File: src/rtl/tmds_channel_encoder.sv
// TMDS channel encoder: 8b data / 2b control to 10b symbol, 2-cycle latency.
// Optional TERC4 data-island path is enabled by defining TMDS_TERC4_EN.
module tmds_channel_encoder #(
  parameter int         CNT_W     = 5,
  parameter logic [9:0] RST_TOKEN = 10'b1101010100
) (
  input  logic       i_pixclk,
  input  logic       i_reset_n,
  input  logic       i_de,
  input  logic [7:0] i_data,
  input  logic [1:0] i_ctrl,
`ifdef TMDS_TERC4_EN
  input  logic       i_island,
  input  logic [3:0] i_aux,
`endif
  output logic [9:0] o_data,
  output logic       o_de
);

  localparam logic [9:0] CTL_00 = 10'b1101010100;
  localparam logic [9:0] CTL_01 = 10'b0010101011;
  localparam logic [9:0] CTL_10 = 10'b0101010100;
  localparam logic [9:0] CTL_11 = 10'b1010101011;
  localparam logic [CNT_W-1:0] TWO = CNT_W'(2);

  logic [8:0] qm_d, qm_q;
  logic       de1_q;
  logic [1:0] ctrl1_q;
  logic [3:0] n1;
  logic       use_xnor;
  logic       acc;

  logic [9:0]       data_d, data_q;
  logic             de2_q;
  logic [CNT_W-1:0] cnt_d, cnt_q;
  logic [3:0]       n1q, n0q;
  logic [CNT_W-1:0] diff;
  logic             cnt_pos, cnt_neg;
  logic             case_a, case_b;
  logic             is_data, sel_ctl, sel_a, sel_b;
  logic             sel_isl;

`ifdef TMDS_TERC4_EN
  localparam logic [9:0] TERC4 [16] = '{
    10'b1010011100, 10'b1001100011, 10'b1011100100, 10'b1011100010,
    10'b0101110001, 10'b0100011110, 10'b0110001110, 10'b0100111100,
    10'b1011001100, 10'b0100111001, 10'b0110011100, 10'b1011000110,
    10'b1010001110, 10'b1001110001, 10'b0101100011, 10'b1011000011
  };
  logic       island1_q;
  logic [3:0] aux1_q;
  assign sel_isl = island1_q;
`else
  assign sel_isl = 1'b0;
`endif

  // Prefix parity gives the XOR chain; XNOR flips every odd bit.
  always_comb begin
    n1 = '0;
    for (int i = 0; i < 8; i++) n1 = n1 + {3'b0, i_data[i]};
    use_xnor = (n1 > 4'd4) || (n1 == 4'd4 && !i_data[0]);
    qm_d = '0;
    acc = 1'b0;
    for (int i = 0; i < 8; i++) begin
      acc = acc ^ i_data[i];
      qm_d[i] = acc ^ (use_xnor & ((i % 2) == 1));
    end
    qm_d[8] = ~use_xnor;
  end

  always_ff @(posedge i_pixclk or negedge i_reset_n) begin
    if (!i_reset_n) begin
      qm_q    <= '0;
      de1_q   <= 1'b0;
      ctrl1_q <= '0;
`ifdef TMDS_TERC4_EN
      island1_q <= 1'b0;
      aux1_q    <= '0;
`endif
    end else begin
      qm_q    <= qm_d;
      de1_q   <= i_de;
      ctrl1_q <= i_ctrl;
`ifdef TMDS_TERC4_EN
      island1_q <= i_island;
      aux1_q    <= i_aux;
`endif
    end
  end

  always_comb begin
    n1q = '0;
    for (int i = 0; i < 8; i++) n1q = n1q + {3'b0, qm_q[i]};
    n0q = 4'd8 - n1q;
    diff = CNT_W'(n1q) - CNT_W'(n0q);
    cnt_neg = cnt_q[CNT_W-1];
    cnt_pos = !cnt_q[CNT_W-1] && (cnt_q != '0);
    case_a = (cnt_q == '0) || (n1q == n0q);
    case_b = (cnt_pos && n1q > n0q) || (cnt_neg && n0q > n1q);
    is_data = de1_q && !sel_isl;
    sel_ctl = !de1_q && !sel_isl;
    sel_a = is_data && case_a;
    sel_b = is_data && !case_a && case_b;
  end

  always_comb begin
    data_d = data_q;
    cnt_d  = cnt_q;
    unique case (1'b1)
      sel_isl: begin
`ifdef TMDS_TERC4_EN
        data_d = TERC4[aux1_q];
`endif
        cnt_d = '0;
      end
      sel_ctl: begin
        unique case (ctrl1_q)
          2'b00: data_d = CTL_00;
          2'b01: data_d = CTL_01;
          2'b10: data_d = CTL_10;
          2'b11: data_d = CTL_11;
        endcase
        cnt_d = '0;
      end
      sel_a: begin
        data_d = {~qm_q[8], qm_q[8],
                  qm_q[8] ? qm_q[7:0] : ~qm_q[7:0]};
        cnt_d = qm_q[8] ? cnt_q + diff : cnt_q - diff;
      end
      sel_b: begin
        data_d = {1'b1, qm_q[8], ~qm_q[7:0]};
        cnt_d = cnt_q + (qm_q[8] ? TWO : '0) - diff;
      end
      default: begin
        data_d = {1'b0, qm_q[8], qm_q[7:0]};
        cnt_d = cnt_q - (qm_q[8] ? '0 : TWO) + diff;
      end
    endcase
  end

  always_ff @(posedge i_pixclk or negedge i_reset_n) begin
    if (!i_reset_n) begin
      data_q <= RST_TOKEN;
      de2_q  <= 1'b0;
      cnt_q  <= '0;
    end else begin
      data_q <= data_d;
      de2_q  <= de1_q;
      cnt_q  <= cnt_d;
    end
  end

  assign o_data = data_q;
  assign o_de   = de2_q;

endmodule

File: config.mk
export PLATFORM = sky130hd
export DESIGN_NAME = tmds_channel_encoder
export DESIGN_NICKNAME = d
export VERILOG_FILES = /design/src/rtl/tmds_channel_encoder.sv
export SDC_FILE = /design/constraint.sdc
export NUM_CORES = 1
export LEC_CHECK = 0
export ABC_AREA = 0
export BUFFER_PORTS_ARGS = -buffer_cell sky130_fd_sc_hd__buf_4
export CORE_UTILIZATION = 46
export DETAILED_ROUTE_END_ITERATION = 6
export PLACE_DENSITY = 0.65
export SYNTH_ARGS = -nofsm -noshare
export SYNTH_HDL_FRONTEND = slang
export SYNTH_SLANG_ARGS = --single-unit
File: constraint.sdc
create_clock -name i_pixclk -period 11.75 [get_ports i_pixclk]
set_input_delay 1.7625 -clock i_pixclk [delete_from_list [all_inputs] [get_ports i_pixclk]]
set_output_delay 1.7625 -clock i_pixclk [all_outputs]
set_load 0.005 [all_outputs]
# Word level (Yosys, flattened, before mapping)

Index checks and enable logic that the tools add are counted.

Bits in registers: 28
Logic and storage cells: 75

$add $sub $neg: 22
Order comparisons: 3
Equality and inequality tests: 5
Multiplexer cells: 8
Bitwise gates (word level): 14
Reduce and logical (&&, ||, !) cells: 17

Operators with widths:

| kind                 | number |
|---|---|
| $pmux W10 S4         | 1 |
| $add A4 B1 Y4        | 8 |
| $pmux W10 S3         | 1 |
| $pmux W5 S3          | 1 |
| $xor A1 B1 Y1        | 11 |
| $add A5 B5 Y5        | 2 |
| $mux W10             | 1 |
| $sub A5 B5 Y5        | 2 |
| $add A3 B1 Y4        | 2 |
| $gt A4 B4 Y1         | 2 |
| $mux W8              | 1 |
| $not A8 Y8           | 1 |
| $logic_and A1 B1 Y1  | 7 |
| $add A2 B1 Y3        | 2 |
| $add A5 B2 Y5        | 1 |
| $logic_not A5 Y1     | 1 |
| $mux W5              | 1 |
| $reduce_bool A5 Y1   | 1 |
| $sub A4 B4 Y5        | 1 |
| $sub A5 B2 Y5        | 1 |
| $add A1 B1 Y2        | 2 |
| $eq A2 B2 Y1 const B | 2 |
| $eq A4 B3 Y1 const B | 1 |
| $eq A4 B4 Y1         | 1 |
| other kinds (8)      | 15 |

# Longest topological paths before layout

Word-level depth: 14
Depth in mapped cells: 18
Gate-level depth less buffers: 17

# Least setup slack after synthesis

OpenSTA, ideal clock, no wires.

Path type: register to register
Start: reg qm_q[0]
End: reg cnt_q[4]
Setup time: 0.138 ns
Arrival: 4.602 ns
Setup slack: 7.011 ns
Stages on the path, launching flop included: 19
Path buffers: 1
Clock period less this slack: 4.739 ns
Cells stage by stage: dfrtp_1 inv_1 fa_1 fa_1 fa_1 inv_1 ha_1 fa_1 clkbuf_1 inv_1 ha_1 mux2_2 ha_1 a21o_1 a21oi_1 xnor2_1 xnor2_1 o221ai_1 a21boi_1

Word-level cells in the longest chain between the ends: 14
Elaborated cells on any way between the ends: 26
Those cells by class: 13 x add/sub; 2 x order compare; 1 x eq/ne; 2 x mux; 8 x reduce/logical

Ends and longest elaborated chain:

| what                                                                  | RTL line | text |
|---|---|---|
| from (decl)                                                           | 26       | `logic [8:0] qm_d, qm_q;` |
| from (signal assigned)                                                | 81       | `qm_q <= qm_d;` |
| $add A1 B1 Y2 (*)                                                     | 93       | `for (int i = 0; i < 8; i++) n1q = n1q + {3'b0, qm_q[i]};` |
| $add A2 B1 Y3 (*)                                                     | 93       |  |
| $add A3 B1 Y4 (*)                                                     | 93       |  |
| $add A4 B1 Y4 (*) (4 in a row)                                        | 93       |  |
| parallel branches: the longest is 6 deep, another holds $sub A4 B4 Y5 | n/a      |  |
| $pmux W5 S3 (*)                                                       | 109      | `unique case (1'b1)` |
| via cnt_d[4]                                                          | 35       | `logic [CNT_W-1:0] cnt_d, cnt_q;` |
| to (signal assigned)                                                  | 149      | `cnt_q <= cnt_d;` |
| to (decl)                                                             | 35       |  |

Mark *: on every way through the listed nets, which the timed path passes.

# Final worst setup path

Same ends and word-level chain as after synthesis.

==> results.md <==
- FILL cells: between 300 and 400
- Post-synthesis register bit count: 28
- Period utilization: between 40% and 50%
- Max_cap viols: 0
- Vias in the first global route: approximately 1.4k
- Final Non-Filler Cells: about 280
- Clock skew: around 0.002 ns
- Net Count, Synth: between 200 and 300
- First-pass GRT wire length: ~6.7 mm
- Predominant post-synthesis flop cell: dfrtp_1
- Placed Area: between 2000 and 2500 um^2
- FP Rows: 24
- Via Count: between 1k and 1.5k
- CTS resizes: 0
- Crit path max fanout: 9
- Nets: about 280
- Initial Util: about half
- Clock Tree Buf Depth: 2
- Async SR Flop Fraction: between 90% and 100%
- Yosys warning count: 0
- Die ar.: roughly 5000 um^2
- Min-delay worst type: reg -> reg
- Syn-to-layout area delta: 12.9%
- PortBufs: 23
- RSZ-0062 raised after global routing: no
- Design area: around 2400 um^2
- Core ar.: between 4000 and 5000 um^2
- Clk Latency, worst-skew pair: about 0.27 ns
- Placed instance count: 275
- H-tree depth: 1
- Average cell area after synthesis: ~10 um^2
- Die height: between 70 and 80 um
- Share of layout cells above drive strength 1: 20.3%
- Antenna violations before repair: 0
- Wirelength per Cell: between 10 and 15 um
- Register area: approximately 710 um^2
- Post-synth EDFFs: 0
- Post CTS Setup Buffer Count: 0
- CTS tree: done
- Dpl hpwl: slightly below 3 mm
- Final WL: between 3 and 4 mm
- Post-layout minimum cycle time: 5.00 ns
- Hold Buf Count CTS: 0
- Ant. Diodes: 0
- Required time of the critical path: ~12 ns
- Post-synthesis cell type count: 39
- Grt ovf: 0
- Die width: 70.1 um
- DR vias/cell: 5.01
- Worst-margin pin slew: roughly 0.61 ns
- Worst Path Arrival: 5.14 ns
- # clock sinks: 28
- CTS Buf Count: 3
- Fin. Hold Viols: 0
- Mapped Cells: between 200 and 250
- Internal reg-to-reg setup slack: roughly 6.8 ns
- Syn Std Cell Area: 2140 um^2
- Register area share after synthesis: roughly a third
- Critical path's slowest cell: fa_1
- Highest clock rate: between 200 and 250 MHz
- Status: finished, final reports clean
- Crit end category: flop
- Routed Antenna Nets: 0
- Slew HR: about three fifths
- Final setup fails: 0
- Area of the multi-input gates: roughly 1300 um^2
- Residual DRC: 0
- Pins Over Slew Limit: 0
- IO Count: 24
- DR iter-0 viols: 72
- Detailed Routing Iterations Pass 1: 4
- Max incr delay on CP: 0.75 ns
- Largest net degree at the start of global routing: 29
- CTS Root Buffer Type: clkbuf_8
- Worst-path clk slew: around 0.090 ns
- Crit start category: flop
- Cell breakdown of the critical path: inv_1, fa_1, fa_1, fa_1, inv_1, ha_1, fa_1, inv_1, ha_1, mux2_2, ha_1, a21o_1, a21oi_1, xnor2_1, xnor2_1, o221ai_1, a21boi_1
- Final GP Congestion: 0.771
- Setup TNS: 0 ns
- Most Frequent Cell on Critical Path: fa_1
- CP Class: reg -> reg
- Gr usage total: 16.8%
==> per-layer routing <==
| metal | track usage (%) | vias up | wire [um] | share of wire (%) |
|---|---|---|---|---|
| met4 | 2.67 | 0 | 21 | 0.57 |
| met3 | 3.17 | 2 | 106 | 2.9 |
| met1 | 25.0 | 669 | 1860 | 51 |
| met2 | 26.2 | 22 | 1670 | 46 |
| met5 | 0 | - | 0 | 0 |
| li1 | - | 705 | - | - |
==> layout by cell type (no fill, tap or decap), drive strengths merged, types with 2 or more instances in the layout <==
master	n
a21o	3
a21oi	6
buf	23
clkbuf	4
dfrtp	23
dfstp	5
fa	13
ha	23
inv	38
mux2	2
mux2i	2
nand2	7
nand3	3
nor2	17
o21ai	14
o21bai	3
o221ai	2
o311ai	2
xnor2	17
xor2	6
==> cells in the mapped netlist (2+ instances only) <==
cell      count  area (um^2)
nor2_1       17         63.8
o311ai_1      2         17.5
fa_1         13          260
o21bai_1      3         22.5
o221ai_1      2         17.5
xor2_1        5         43.8
nand3_1       3         15.0
xnor2_2       4         65.1
nand2_1       6         22.5
dfstp_2       5          131
dfrtp_1      23          576
a21oi_1       6         30.0
xnor2_1      13          114
o21ai_0       5         25.0
o21ai_1       9         45.0
ha_1         23          288
mux2_2        2         22.5
clkbuf_1      3         11.3
inv_1        38          143
a21o_1        3         22.5
==> sequential cells by signal, summed over array words and instances (netlist names) <==
register,flops
ctrl1_q,2
qm_q,9
cnt_q,5
o_data,10
o_de,1
de1_q,1
==> worst paths after layout <==
kind / cells past startpoint / startpoint / endpoint
setup / recovery: 17 / qm_q[0] / cnt_q[4]
hold / removal: 1 / cnt_q[0] / cnt_q[0]
setup reg to reg: 17 / qm_q[0] / cnt_q[4]
hold reg to reg: 1 / cnt_q[0] / cnt_q[0]
max in group asynchronous: 1 / i_reset_n / o_data[9]
min in group asynchronous: 1 / i_reset_n / o_data[7]
==> logic make-up after synthesis <==
| logic type | count (synthesis) | synth area share (%) |
|---|---|---|
| xor gates and xnor gates | 23 | 11.2 |
| DFF | 28 | 33.1 |
| muxes | 4 | 2.17 |
| buffers and inverters | 42 | 7.44 |
| AOI/OAI and AO/OA | 39 | 13.6 |
| adders and majority gates | 36 | 25.7 |
| and+or+nand+nor | 32 | 6.85 |
==> area by class of cell <==
| cell class | instances | area share [%] |
|---|---|---|
| well taps | 52 | 2.70 |
| clock buffers | 4 | 2.28 |
| inverters | 38 | 5.91 |
| multi-input cells | 134 | 52.6 |
| repair buffers | 23 | 7.16 |
| flip-flops and latches | 28 | 29.3 |
==> critical path, delay by kind of cell, from the launching register on <==
family | cells | cell delay [ns]
AO/OA/AOI/OAI | 4 | 0.60
XOR/XNOR | 2 | 0.30
adder cells (fa/ha/maj) | 7 | 3.03
buffers and inverters | 3 | 0.30
flip-flops | 1 | 0.38
multiplexers | 1 | 0.27
==> through the flow <==
step | hold WS [ns] | util, % | worst slack (ns)
finish | 0.509 | 54.6 | 6.75
CTS | 0.509 | 54.6 | 6.75
detailed placement | 0.481 | 53.4 | 6.68
global placement | 0.488 | 53.4 | 6.79
global route | 0.544 | 54.6 | 6.49
floorplan | 0.385 | - | 7.01
Power is left out: the tool's default activity adds up to more than one toggle a clock period on the data nets, which glitch-free logic cannot reach.
